--- src/rtl/wide_ser.sv ---
// Word-to-byte serializer: accepts a 32-bit word, emits it as four bytes on a
// valid/ready stream, and can take the next word during the last byte's handshake.
module wide_ser #(
    parameter bit MSB_FIRST = 1'b0
) (
    input  logic        clock,
    input  logic        rst,
    input  logic [31:0] d_in,
    input  logic        in_valid,
    output logic        in_ready,
    output logic [7:0]  d_out,
    output logic        out_valid,
    input  logic        out_ready,
    output logic        out_last,
    output logic [15:0] words_done
);
    typedef enum logic {IDLE = 1'b0, SEND = 1'b1} state_t;

    state_t      state_q, state_d;
    logic [31:0] hold_q, hold_d;
    logic [1:0]  idx_q, idx_d;
    logic [15:0] words_q, words_d;
    logic [1:0]  sel;
    logic        out_hs, last_hs, in_hs;

    always_ff @(posedge clock or negedge rst) begin
        if (!rst) begin
            state_q <= IDLE;
            hold_q  <= '0;
            idx_q   <= '0;
            words_q <= '0;
        end else begin
            state_q <= state_d;
            hold_q  <= hold_d;
            idx_q   <= idx_d;
            words_q <= words_d;
        end
    end

    always_comb begin
        state_d   = state_q;
        hold_d    = hold_q;
        idx_d     = idx_q;
        words_d   = words_q;
        out_valid = (state_q == SEND);
        out_last  = out_valid && (idx_q == 2'd3);
        out_hs    = out_valid && out_ready;
        last_hs   = out_hs && (idx_q == 2'd3);
        // Reset gating keeps in_ready low while rst is held, even though IDLE.
        in_ready  = rst && ((state_q == IDLE) || last_hs);
        in_hs     = in_valid && in_ready;
        if (out_hs) begin
            if (idx_q == 2'd3) begin
                words_d = words_q + 16'd1;
                state_d = IDLE;
            end else begin
                idx_d = idx_q + 2'd1;
            end
        end
        if (in_hs) begin
            hold_d  = d_in;
            idx_d   = 2'd0;
            state_d = SEND;
        end
    end

    // d_out is always the indexed hold byte: after the last byte the index
    // stays at 3, so IDLE naturally keeps showing the last byte sent.
    assign sel        = MSB_FIRST ? ~idx_q : idx_q;
    assign d_out      = hold_q[{sel, 3'b000} +: 8];
    assign words_done = words_q;
endmodule

--- config.mk ---
export PLATFORM = sky130hd
export DESIGN_NAME = wide_ser
export DESIGN_NICKNAME = d
export VERILOG_FILES = /design/src/rtl/wide_ser.sv
export SDC_FILE = /design/constraint.sdc
export NUM_CORES = 1
export LEC_CHECK = 0
export BUFFER_PORTS_ARGS = -buffer_cell sky130_fd_sc_hd__buf_2
export CORE_ASPECT_RATIO = 1.1
export CORE_MARGIN = 2
export CORE_UTILIZATION = 52
export DETAILED_ROUTE_END_ITERATION = 8
export PLACE_DENSITY = 0.78
export SKIP_LAST_GASP = 1
export SLEW_MARGIN = 0
export SYNTH_ARGS = -nofsm -noshare
export SYNTH_HDL_FRONTEND = slang
export SYNTH_SLANG_ARGS = --single-unit
--- constraint.sdc ---
create_clock -name clock -period 2.3 [get_ports clock]
set_input_delay 0.23 -clock clock [delete_from_list [all_inputs] [get_ports clock]]
set_output_delay 0.23 -clock clock [all_outputs]
set_load 0.05 [all_outputs]
# --- Word level (Yosys, flattened, before mapping) ---
# Index checks and enable logic that the tools add are counted.
word_totals:
  memories: 0
  regBits: 51
  romBits: 0
  latch_bits: 0
  ram_bits: 0
  elab_cells: 27
classes:
  addsub: 2
  mul: 0
  bitwise: 1
  muxes: 6
  n_lt_le_gt_ge: 0
  reduce_logical: 11
  shifts: 1
  n_eq_ne: 2
  n_div: 0
op_table:
  columns: ["cell", "n"]
  rows:
  - ["$shiftx A32 B6 Y8", 1]
  - ["$add A16 B1 Y16 const B", 1]
  - ["$mux W2", 3]
  - ["$reduce_and A2 Y1", 3]
  - ["$logic_and A1 B1 Y1", 5]
  - ["$reduce_bool A2 Y1", 2]
  - ["$mux W1", 3]
  - ["$add A2 B1 Y2 const B", 1]
  - ["$eq A2 B2 Y1 const B", 1]
  - ["$ne A2 B2 Y1 const B", 1]
  - ["$logic_or A1 B1 Y1", 1]
  - ["$not A1 Y1", 1]

# --- Logic depth before layout (Yosys ltp) ---
# Gate-level depths: netlist of the first run.
depth:
  depth_word: 7
  depth_mapped: 7

# --- Worst setup path after synthesis of the first run ---
# Ideal clock, no wire load.
synth_timing:
  path_kind: "register -> register"
  start: "register state_q, in the netlist out_valid"
  end: "register hold_q[10]"
  period_less_slack_ns: 1.695
  setup_time_ns: 0.125
  path_slack_ns: 0.605
  t_required_ns: 2.175
  arrival_ns: 1.570
  stages_incl_launch_ff: 6
  cell_sequence: "dfrtp_1 nand2_1 and3_4 buf_6 buf_12 mux2_4"
synth_between:
  elab_chain_len: 5
synth_lines:
  columns: ["element", "line_no", "rtl"]
  rows:
  - ["from (decl)", "19", "state_t state_q, state_d;"]
  - ["from (signal assigned)", "33", "state_q <= state_d;"]
  - ["$logic_and A1 B1 Y1", "47", "out_hs = out_valid && out_ready;"]
  - ["$logic_and A1 B1 Y1", "48", "last_hs = out_hs && (idx_q == 2'd3);"]
  - ["$logic_or A1 B1 Y1 (*)", "50", "in_ready = rst && ((state_q == IDLE) || last_hs);"]
  - ["$logic_and A1 B1 Y1 (*)", "50", null]
  - ["$logic_and A1 B1 Y1 (*)", "51", "in_hs = in_valid && in_ready;"]
  - ["to (signal assigned)", "34", "hold_q <= hold_d;"]
  - ["to (decl)", "20", "logic [31:0] hold_q, hold_d;"]
# Every way passes the cells marked *; elsewhere a longest branch is shown, timed or not.
# A chain may end at the register's enable or synchronous reset.

# --- Final worst setup path of the first run ---
layout_timing:
  start: "register idx_q[1]"
  end: "register hold_q[1]"
layout_between:
  elab_chain_len: 5
layout_lines:
  columns: ["element", "line_no", "rtl"]
  rows:
  - ["from (decl)", "21", "logic [1:0] idx_q, idx_d;"]
  - ["from (signal assigned)", "35", "idx_q <= idx_d;"]
  - ["$eq A2 B2 Y1", "48", null]
  - ["$logic_and A1 B1 Y1", "48", null]
  - ["$logic_or A1 B1 Y1", "50", null]
  - ["$logic_and A1 B1 Y1", "50", null]
  - ["$logic_and A1 B1 Y1", "51", null]
# Every way passes these cells.

==> results of run 1 <==
[layout make-up]
type / count / area (sq um) / share of cell area [%]
Clock buffer: 8 / 100.1 / 3.567
Multi-Input combinational cell: 97 / 1026 / 36.56
Sequential cell: 51 / 1276 / 45.47
Inverter: 1 / 3.754 / 0.1337
Timing Repair Buffer: 65 / 332.8 / 11.86
Tap cell: 54 / 67.56 / 2.407
[power by group through the flow]
stage,clock [mW],combinational [mW],sequential [mW]
3_3_place_gp,0,1.82,1.43
6_report,0.562,1.83,1.43
3_5_place_dp,0,1.84,1.45
5_1_grt,0.618,1.93,1.48
2_1_floorplan,0,1.45,1.50
4_1_cts,0.576,1.86,1.43
[worst max-delay path by stage]
stage	start	end	slack [ns]	cells after the start
after floorplan	out_valid$_DFFE_PN0P_	hold_q[10]$_DFFE_PN0P_	0.61	5
after global placement	idx_q[0]$_DFFE_PN0P_	hold_q[0]$_DFFE_PN0P_	0.45	5
after detailed placement	idx_q[0]$_DFFE_PN0P_	hold_q[4]$_DFFE_PN0P_	0.39	5
after CTS	idx_q[0]$_DFFE_PN0P_	d_out[5]	0.39	3
after global routing	idx_q[0]$_DFFE_PN0P_	hold_q[1]$_DFFE_PN0P_	0.29	5
final	idx_q[1]$_DFFE_PN0P_	hold_q[1]$_DFFE_PN0P_	0.40	5
[routing by layer]
layer | global-route usage (%) | up-vias
met3 | 6.129 | 6
met4 | 6.667 | 0
met5 | 0 | -
li1 | - | 674
met2 | 27.35 | 45
met1 | 23.80 | 665
[flip-flops by register name (all words and copies together), names as in the netlist]
name / cells
words_done: 16
hold_q: 32
idx_q: 2
out_valid: 1
[through the flow]
| stage | cell area, sq um | util, % |
|---|---|---|
| after floorplan | 2381 | - |
| after global placement | 2706 | 62.24 |
| after detailed placement | 2706 | 62.24 |
| after CTS | 2806 | 64.55 |
| after global routing | 2806 | 64.55 |
| final | 2806 | 64.55 |
[synth_stat cells (all sizes together)]
cell type,number,area [sq um]
dfrtp,51,1276
mux2,33,473.0
xnor2,14,122.6
nand2,11,41.29
nand3,9,50.05
mux4,8,180.2
buf,6,75.06
nor2,5,18.77
and3,3,23.77
nor3,3,31.28
and2,2,12.51
ha,2,25.02
nand4,2,12.51
xor2,2,17.52
a21o,1,7.510
a21oi,1,5.000
inv,1,3.750
o21ai,1,5.000
[cell families (layout without fill, tap and decap cells)]
| family | Yosys count | count (layout) | share of synthesized area, % |
|---|---|---|---|
| xor+xnor | 16 | 16 | 5.886 |
| fa+ha+maj | 2 | 2 | 1.051 |
| buf+inv | 7 | 74 | 3.310 |
| compound gates | 3 | 3 | 0.7354 |
| flops | 51 | 51 | 53.60 |
| simple gates | 35 | 35 | 7.987 |
| mux | 41 | 41 | 27.43 |
[critical path, stage by stage (launching register included)]
cell	delay, ns
dfrtp_1	0.37
ha_1	0.26
nand2_1	0.10
nand2_1	0.09
and3_4	0.59
mux2_1	0.38
[layout by cell type, fill, tap and decap left out]
cell type	instances
dfrtp_1	51
nor3_1	1
nand3_2	1
nand4_1	2
mux2_4	27
and2_1	2
nand3_1	8
mux4_2	8
clkbuf_8	7
inv_1	1
ha_1	2
nor3_2	1
and3_4	1
buf_4	3
mux2_1	5
buf_2	62
xnor2_1	14
o21ai_0	1
a21o_1	1
a21oi_1	1
mux2_2	1
nor3_4	1
and3_1	2
nand2_1	11
nor2_1	5
clkbuf_1	1
xor2_1	2
==> results.ini, run 1 <==
[outcome]
outcome = completed

[global_route]
grt_usage_pct = 17.92
grt_pass1_wl_um = 6589
grt_start_max_net_pins = 52
grt_remaining_overflow = 0
grt_pass1_vias = 1397
antenna_found_initial = 0

[detailed_routing]
via_per_inst = 5.036
routed_wl_um = 4210
first_pass_iters = 4
ant_nets = 0
maxUsedRoutingLayer = met4
drc = 0
wl_met2_um = 1931
met3_length_um = 322
met1_length_um = 1891
wl_per_cell_um = 15.25
drt_iter0_drc = 84
routed-via-count = 1390

[pwr]
p_switching_mw = 1.515
powerDensity_nw_per_um2 = 1365
leakage_nw = 1.371
combPwrFrac_pct = 47.9
peakVddDrop_v = 0.0007542
power_switching_share_pct = 39.57
power_mw = 3.830
seqPwrFrac_pct = 37.4
internal_power_mw = 2.314
clkPwrFrac_pct = 14.7

[final_layout]
fill_cells = 337
n_antenna_cell = 0
area_growth_pct = 17.87
nets = 259
instances_no_fill = 276
drive_above_1_share_pct = 50.45

[synth]
ys_warn_count = 0
ys_ff_latch = 51
synth_fp_nets = 193
syn_area_sq_um = 2381
yosysSeqAreaShare_pct = 53.60
synthCells = 155
syn_area_per_cell_sq_um = 15.36
synth_cell_types = 28

[clock_tree]
cts_root_buffer = clkbuf_8
cts_tree = done
clkLatencyLatePin_ns = 0.31
cts.htree.levels = 2
cts_setup_buffers = 0
cts_made_buffers = 5
cts_buffer_depth = 2
clk_pin_slew_worst_paths_ns = 0.09
cts-resized-gates = 0
postCtsHoldBufs = 0
cts.sinks = 51

[timing]
fmaxAchievable_mhz = 527.2
setup_viol = 0
slew_violations = 0
hold_viol = 0
worst_pin_slew_ns = 0.6234
final.setup.worst_slack_ns = 0.4031
fin_crit_ns = 1.897
period_share_pct = 82.47
slew_headroom_pct = 58.44
rsz0062_at_grt = no
tns_ns = 0
finClkSkew_ns = 0.006172
finalHoldWorstSlack_ns = 0.06301

[floorplan]
std_cell_rows = 25
start_util_pct = 54.76
ios = 63
die-area_sq_um = 5137
dieWidth_um = 68.52
die_h_um = 74.97
coreArea_sq_um = 4348

[critical_path]
r2r_end = hold_q[1]$_DFFE_PN0P_
required_ns = 2.49
crit-reg2reg-launch = idx_q[1]$_DFFE_PN0P_
regToRegSetupSlack_ns = 0.40
arrival_ns = 2.09
crit_type = reg2reg
cp-end-kind = flop
rr_worst_depth = 5
path_max_fanout = 35
critPathLaunchType = flop

[placed_design]
place_ws_ns = 0.3895
place_congestion = 0.7260
portBuffers = 62
dpl.hpwl_um = 2896
dp_cells = 268

[hold_path]
min_path_type = in2async

[run]
drv_cap = 0

Power figures use the tool's default switching activity.
==> run 2: changes to the inputs <==
--- a/config.mk
+++ b/config.mk
@@ -5,12 +5,13 @@
 export SDC_FILE = /design/constraint.sdc
 export NUM_CORES = 1
 export LEC_CHECK = 0
+export ABC_AREA = 1
 export BUFFER_PORTS_ARGS = -buffer_cell sky130_fd_sc_hd__buf_2
 export CORE_ASPECT_RATIO = 1.1
 export CORE_MARGIN = 2
-export CORE_UTILIZATION = 52
+export CORE_UTILIZATION = 47
 export DETAILED_ROUTE_END_ITERATION = 8
-export PLACE_DENSITY = 0.78
+export PLACE_DENSITY = 0.74
 export SKIP_LAST_GASP = 1
 export SLEW_MARGIN = 0
 export SYNTH_ARGS = -nofsm -noshare
==> constraint.sdc (replaced) <==
create_clock -name clock -period 1.7 [get_ports clock]
set_input_delay 0.17 -clock clock [delete_from_list [all_inputs] [get_ports clock]]
set_output_delay 0.17 -clock clock [all_outputs]
set_load 0.05 [all_outputs]
==> results.ini, run 2 <==
[detailed_routing]
routed_wl_um = 5272  ; +25%
drc = 0  ; unchanged
drt_iter0_drc = 96  ; +14%
routed-via-count = 2103  ; +51%
wl_per_cell_um = 12.40  ; -19%
via_per_inst = 4.948  ; -1.7%
first_pass_iters = 4  ; unchanged
ant_nets = 0  ; unchanged

[floorplan]
dieWidth_um = 71.94  ; +5.0%
std_cell_rows = 27  ; +8.0%
start_util_pct = 48.05  ; -6.7 points
die-area_sq_um = 5663  ; +10%
die_h_um = 78.73  ; +5.0%
ios = 63  ; unchanged
coreArea_sq_um = 4966  ; +14%

[critical_path]
crit_type = reg2out
arrival_ns = 1.47  ; -0.62 ns
path_max_fanout = 8  ; -77%
required_ns = 1.53  ; -0.96 ns
cp-end-kind = primary output
critPathLaunchType = flop

[timing]
fmaxAchievable_mhz = 608.1
period_share_pct = 96.73
slew_violations = 0  ; unchanged
hold_viol = 7  ; +7
finalHoldWorstSlack_ns = -0.007638  ; -0.07065 ns
finClkSkew_ns = 0.01263  ; +0.006460 ns
fin_crit_ns = 1.644
rsz0062_at_grt = yes
setup_viol = 0  ; unchanged
worst_pin_slew_ns = 0.6426  ; +0.01915 ns
slew_headroom_pct = 57.16  ; -1.3 points

[hold_path]
min_path_type = in2async

[clock_tree]
clk_pin_slew_worst_paths_ns = 0.10  ; about the same
clkLatencyLatePin_ns = 0.31  ; about the same
cts.htree.levels = 2  ; unchanged
cts_made_buffers = 5  ; unchanged
cts_buffer_depth = 2  ; unchanged
cts.sinks = 51  ; unchanged
cts_root_buffer = clkbuf_8
postCtsHoldBufs = 0  ; unchanged
cts_tree = done

[final_layout]
n_antenna_cell = 0  ; unchanged
seqCellArea_sq_um = 1277  ; about the same
instances_no_fill = 425  ; +54%
layout_common_cells = 132 x nand2_1, 53 x buf_2, 50 x dfrtp_1
top_register = hold_q
area_growth_pct = 26.80
drive_above_1_share_pct = 26.98  ; -23 points
fin_util_pct = 60.92  ; -3.6 points
multi_input_area_sq_um = 1059  ; +3.2%
final_common_cell = nand2_1
nets = 404  ; +56%
largest_reg_flops = 32  ; unchanged
fill_cells = 441  ; +31%

[synth]
ys_warn_count = 0  ; unchanged
ys.flop_type = dfrtp_1
synth_top_cell_area_share_pct = 53.49  ; -0.11 points
ys_ff_latch = 51  ; unchanged
syn_area_sq_um = 2386  ; +0.21%
synth-edff-count = 0  ; unchanged
synth.most_common_cell = nand2_1
synthCells = 297  ; +92%
synth_cell_types = 20  ; -29%
syn_area_per_cell_sq_um = 8.034  ; -48%
yosysSeqAreaShare_pct = 53.49  ; -0.11 points
yosys-top-cells-count = 132 x nand2_1, 51 x dfrtp_1, 36 x nor2_1
synth_fp_nets = 335  ; +74%
yosysTopAreaCell = dfrtp_1
async_reset_ff_share_pct = 100.0  ; unchanged
synthTopCellsByArea = dfrtp_1 53%, nand2_1 21%, nor2_1 5.7%

[global_route]
grt_pass1_vias = 2063  ; +48%
grt_usage_pct = 20.41  ; +2.5 points
grt_remaining_overflow = 0  ; unchanged
grt_start_max_net_pins = 52  ; unchanged
antenna_found_initial = 0  ; unchanged
grt_pass1_wl_um = 9045  ; +37%

[pwr]
powerDensity_nw_per_um2 = 1876  ; +37%
leakage_nw = 1.651  ; +20%
combPwrFrac_pct = 52.9  ; +5.0 points
power_switching_share_pct = 46.00  ; +6.4 points
peakVddDrop_v = 0.001515  ; +100%
clkPwrFrac_pct = 12.2  ; -2.5 points
p_switching_mw = 2.611  ; +72%
power_mw = 5.677  ; +48%
internal_power_mw = 3.066  ; +32%
seqPwrFrac_pct = 34.9  ; -2.5 points

[outcome]
failed_checks = negative hold slack
outcome = finished, violations left

[placed_design]
dpl.hpwl_um = 3548  ; +23%
place_congestion = 0.8404  ; +16%
dp_cells = 414  ; +54%
portBuffers = 62  ; unchanged

[run]
drv_cap = 0  ; unchanged

## run 2: cell count changes after synthesis, moves of 4 or more
| cell | previous run | this run |
|---|---|---|
| xnor2_1 | 14 | 3 |
| o22ai_1 | 0 | 8 |
| mux4_2 | 8 | 0 |
| mux2_4 | 27 | 0 |
| mux2_1 | 5 | 0 |
| o21ai_0 | 1 | 17 |
| nor2_1 | 5 | 36 |
| inv_1 | 1 | 14 |
| clkbuf_1 | 0 | 4 |
| xor2_1 | 2 | 9 |
| nand2_1 | 11 | 132 |
## run 2: power groups by stage
| stage | registers (mW) | clock network (mW) | logic, mW |
|---|---|---|---|
| global placement | 1.96 | 0 | 2.50 |
| floorplan | 2.07 | 0 | 1.85 |
| detailed placement | 1.97 | 0 | 2.55 |
| global route | 2.04 | 0.772 | 3.25 |
| CTS | 1.96 | 0.716 | 2.92 |
| finish | 1.98 | 0.695 | 3.00 |
## run 2: cell families (layout without fill, tap and decap cells)
group                      count (synthesis)  in the layout  synth area share, %
adders and majority gates                  2              2                1.049
and+or+nand+nor                          182            182                30.31
buffers and inverters                     25             95                5.086
AOI/OAI and AO/OA                         25             25                5.663
DFF                                       51             51                53.49
xor gates and xnor gates                  12             12                4.405
## run 2: final timing paths
path | start | to | slack [ns] | depth (start not counted)
setup / recovery | idx_q[0]$_DFFE_PN0P_ | d_out[2] | 0.06 | 6
hold / removal | rst | words_done[0]$_DFFE_PN0P_ | -0.008 | 2
setup reg to reg | idx_q[0]$_DFFE_PN0P_ | hold_q[11]$_DFFE_PN0P_ | 0.11 | 9
hold reg to reg | hold_q[15]$_DFFE_PN0P_ | hold_q[15]$_DFFE_PN0P_ | 0.48 | 2
max in group asynchronous | rst | out_valid$_DFFE_PN0P_ | 1.25 | 2
min in group clock | d_in[23] | hold_q[23]$_DFFE_PN0P_ | 0.05 | 3
## run 2: critical path, stage by stage, from the launching register on
cell     delay, ns
dfrtp_1       0.41
buf_6         0.14
inv_4         0.06
buf_8         0.13
nor2_4        0.04
o22ai_2       0.20
buf_6         0.19
## run 2: repair_timing
| action | 4_1_cts | 5_1_grt |
|---|---|---|
| hold endpoints to repair | 0 | 0 |
| resized for setup | 25 | 21 |
| cloned | 1 | 0 |
| endpoints found under the setup margin | 8 | 44 |
| pin swaps | 1 | 2 |
| buffers inserted | 2 | 0 |
## run 2: metal layers
layer | global-route usage [%] | part of all wire [%]
met5 | 0 | 0
met4 | 8.302 | 1.4
met3 | 5.076 | 5.5
met2 | 32.96 | 48
met1 | 26.21 | 45
## run 2: stage by stage
stage                     worst slack, ns  hold slack, ns   TNS [ns]  cell area, sq um
after floorplan                   0.04071         -0.1256          0              2437
after global placement             0.1429          0.3614          0              2809
after detailed placement          0.08045          0.3606          0              2809
after CTS                       -0.007747         0.02189  -0.009699              2980
after global routing             -0.01052         0.04319   -0.01646              3025
final                             0.05558       -0.007638          0              3025
## run 2: layout make-up
class,instances,share of cell area [%]
Clock buffer,6,2.399
Clock inverter,2,0.4136
Inverter,15,2.109
Multi-Input combinational cell,221,34.99
Sequential cell,51,42.23
Tap cell,58,2.399
Timing Repair Buffer,72,15.47
==> run 3: changes to the inputs <==
--- a/config.mk
+++ b/config.mk
@@ -7,7 +7,7 @@
 export LEC_CHECK = 0
 export ABC_AREA = 1
 export BUFFER_PORTS_ARGS = -buffer_cell sky130_fd_sc_hd__buf_2
-export CORE_ASPECT_RATIO = 1.1
+export CORE_ASPECT_RATIO = 1.25
 export CORE_MARGIN = 2
 export CORE_UTILIZATION = 47
 export DETAILED_ROUTE_END_ITERATION = 8
==> results.ini, run 3 (synthesis results as in run 2) <==
[timing]
rsz0062_at_grt = yes
finClkSkew_ns = 0.003784  ; -0.008848 ns
period_share_pct = 100.5  ; +3.7 points
fin_crit_ns = 1.708  ; +0.06347 ns
slew_headroom_pct = 58.20  ; +1.0 points
setup_viol = 2  ; +2
worst_pin_slew_ns = 0.6270  ; -0.01556 ns
final.setup.worst_slack_ns = -0.007895  ; -0.06347 ns
slew_violations = 0  ; unchanged
hold_viol = 0  ; -7
fmaxAchievable_mhz = 585.5  ; -3.7%

[pwr]
powerDensity_nw_per_um2 = 1876  ; about the same
power_mw = 5.698  ; +0.37%
peakVddDrop_v = 0.001514  ; -0.11%
leakage_nw = 1.666  ; +0.92%

[global_route]
grt_remaining_overflow = 0  ; unchanged
grt_use_met2_pct = 36.81  ; +3.8 points
grt_use_met1_pct = 24.42  ; -1.8 points
grt_usage_pct = 20.86  ; +0.45 points
grt_pass1_vias = 2202  ; +6.7%
grt_start_max_net_pins = 52  ; unchanged
grt_most_used_layer = met2
antenna_found_initial = 0  ; unchanged
use_met3_pct = 4.723  ; -0.35 points
grt_pass1_wl_um = 9156  ; +1.2%

[critical_path]
critPathBufInv = 4  ; unchanged
path_max_fanout = 10  ; +2
critPathLaunchType = flop
r2r_end = words_done[8]$_DFFE_PN0P_
path_cells = buf_6 > inv_1 > buf_4 > nor2_1 > o22ai_2 > buf_6
required_ns = 1.53  ; about the same
cp-end-kind = primary output
slowest_stage = dfrtp_1
crit_end = d_out[2]
path_delay_family = buffers and inverters
crit_start = idx_q[0]$_DFFE_PN0P_
crit-reg2reg-launch = idx_q[0]$_DFFE_PN0P_
arrival_ns = 1.54  ; +0.07 ns
regToRegSetupSlack_ns = 0.12  ; about the same
crit_type = reg2out
critical_path.max_stage_delay_ns = 0.41  ; about the same
crit_path_frequent_cell = buf_6
rr_worst_depth = 6  ; -3
worst-path-stages = 6  ; unchanged

[clock_tree]
cts.sinks = 51  ; unchanged
cts_root_buffer = clkbuf_8
cts_made_buffers = 5  ; unchanged
clk_pin_slew_worst_paths_ns = 0.09  ; about the same
cts_tree = done
cts_buffer_depth = 2  ; unchanged
clkLatencyLatePin_ns = 0.30  ; about the same
cts.htree.levels = 2  ; unchanged

[detailed_routing]
drc = 0  ; unchanged
via_per_inst = 4.916  ; -0.65%
routed_wl_um = 5346  ; +1.4%
ant_nets = 0  ; unchanged
routed-via-count = 2109  ; +0.29%
first_pass_iters = 4  ; unchanged
wl_per_cell_um = 12.46  ; +0.46%
drt_iter0_drc = 120  ; +25%

[final_layout]
n_antenna_cell = 0  ; unchanged
drive_above_1_share_pct = 25.61  ; -1.4 points
fin_util_pct = 61.11  ; +0.19 points
largest_reg_flops = 32  ; unchanged
top_register = hold_q
area_growth_pct = 27.32
nets = 404  ; unchanged
layout_common_cells = 132 x nand2_1, 53 x buf_2, 50 x dfrtp_1
fill_cells = 444  ; +0.68%
final_common_cell = nand2_1

[floorplan]
die_h_um = 83.66  ; +6.3%
ios = 63  ; unchanged
die-area_sq_um = 5666  ; about the same
dieWidth_um = 67.73  ; -5.8%
start_util_pct = 48.00  ; -0.048 points
coreArea_sq_um = 4971  ; +0.10%
std_cell_rows = 29  ; +7.4%

[placed_design]
place_congestion = 0.7606  ; -9.5%
portBuffers = 62  ; unchanged
dpl.hpwl_um = 3789  ; +6.8%

[hold_path]
min_path_type = in2async

[outcome]
outcome = finished, violations left
failed_checks = negative setup slack

[run]
drv_cap = 0  ; unchanged

[run 3: changes by cell type in the layout (fill, tap and decap cells not counted), moves of 2 or more]
cell      change
buf_12        +2
buf_6         -2
clkbuf_8      +2
clkinv_2      -2
nor2_1        +2
o21ai_0       +4
o21ai_1       -3
[run 3: worst register-to-register path, stage by stage, from the launching register on]
cell and delay, ns:
dfrtp_1 0.38, ha_1 0.21, nand3_2 0.12, nor2_1 0.32, nand2_1 0.16, nor2_1 0.17, xor2_1 0.16
[run 3: worst min path at each step]
stage	to	slack, ns	cells past startpoint
2_1_floorplan	hold_q[0]$_DFFE_PN0P_	-0.13	0
3_5_place_dp	words_done[2]$_DFFE_PN0P_	0.36	2
3_3_place_gp	words_done[2]$_DFFE_PN0P_	0.36	2
5_1_grt	words_done[2]$_DFFE_PN0P_	0.05	2
4_1_cts	words_done[6]$_DFFE_PN0P_	0.03	2
6_report	words_done[2]$_DFFE_PN0P_	0.009	2
[run 3: through the flow]
stage          std cells    TNS, ns  area, sq um  hold WS, ns  worst slack (ns)
5_1_grt              429    -0.5165         3038      0.04727          -0.06470
3_3_place_gp         419          0         2834       0.3584            0.1684
4_1_cts              429   -0.01519         2989      0.02726          -0.01519
2_1_floorplan        297          0         2437      -0.1256           0.04071
3_5_place_dp         419          0         2834       0.3604           0.09542
6_report             429  -0.007952         3038     0.008519         -0.007895
[run 3: power by group]
| group | internal [mW] | switching [mW] | total, mW | leakage, nW |
|---|---|---|---|---|
| sequential | 1.67 | 0.296 | 1.97 | 0.641 |
| combinational | 1.10 | 1.89 | 2.99 | 0.973 |
| clock | 0.372 | 0.369 | 0.741 | 0.0515 |
[run 3: area by class of cell]
class / count / area (sq um) / share of cell area, %
clock buffers: 8 / 100.1 / 3.295
inverters: 15 / 62.56 / 2.059
multi-input cells: 221 / 1042 / 34.31
flip-flops and latches: 51 / 1277 / 42.05
well taps: 62 / 77.57 / 2.554
repair buffers: 72 / 478.0 / 15.73
[run 3: what timing repair did]
action / 4_1_cts / 5_1_grt
hold endpoints to repair: 0 / 0
endpoints found under the setup margin: 8 / 39
gates cloned: 0 / 0
setup buffers: 2 / 0
resized for setup: 11 / 21
hold buffers: 0 / 0
pin swaps: 0 / 1
[run 3: metal layers]
layer  wire length (um)  part of all wire, %
met1               2287                   43
met2               2716                   51
met3                260                  4.9
met4                 81                  1.5
met5                  0                    0
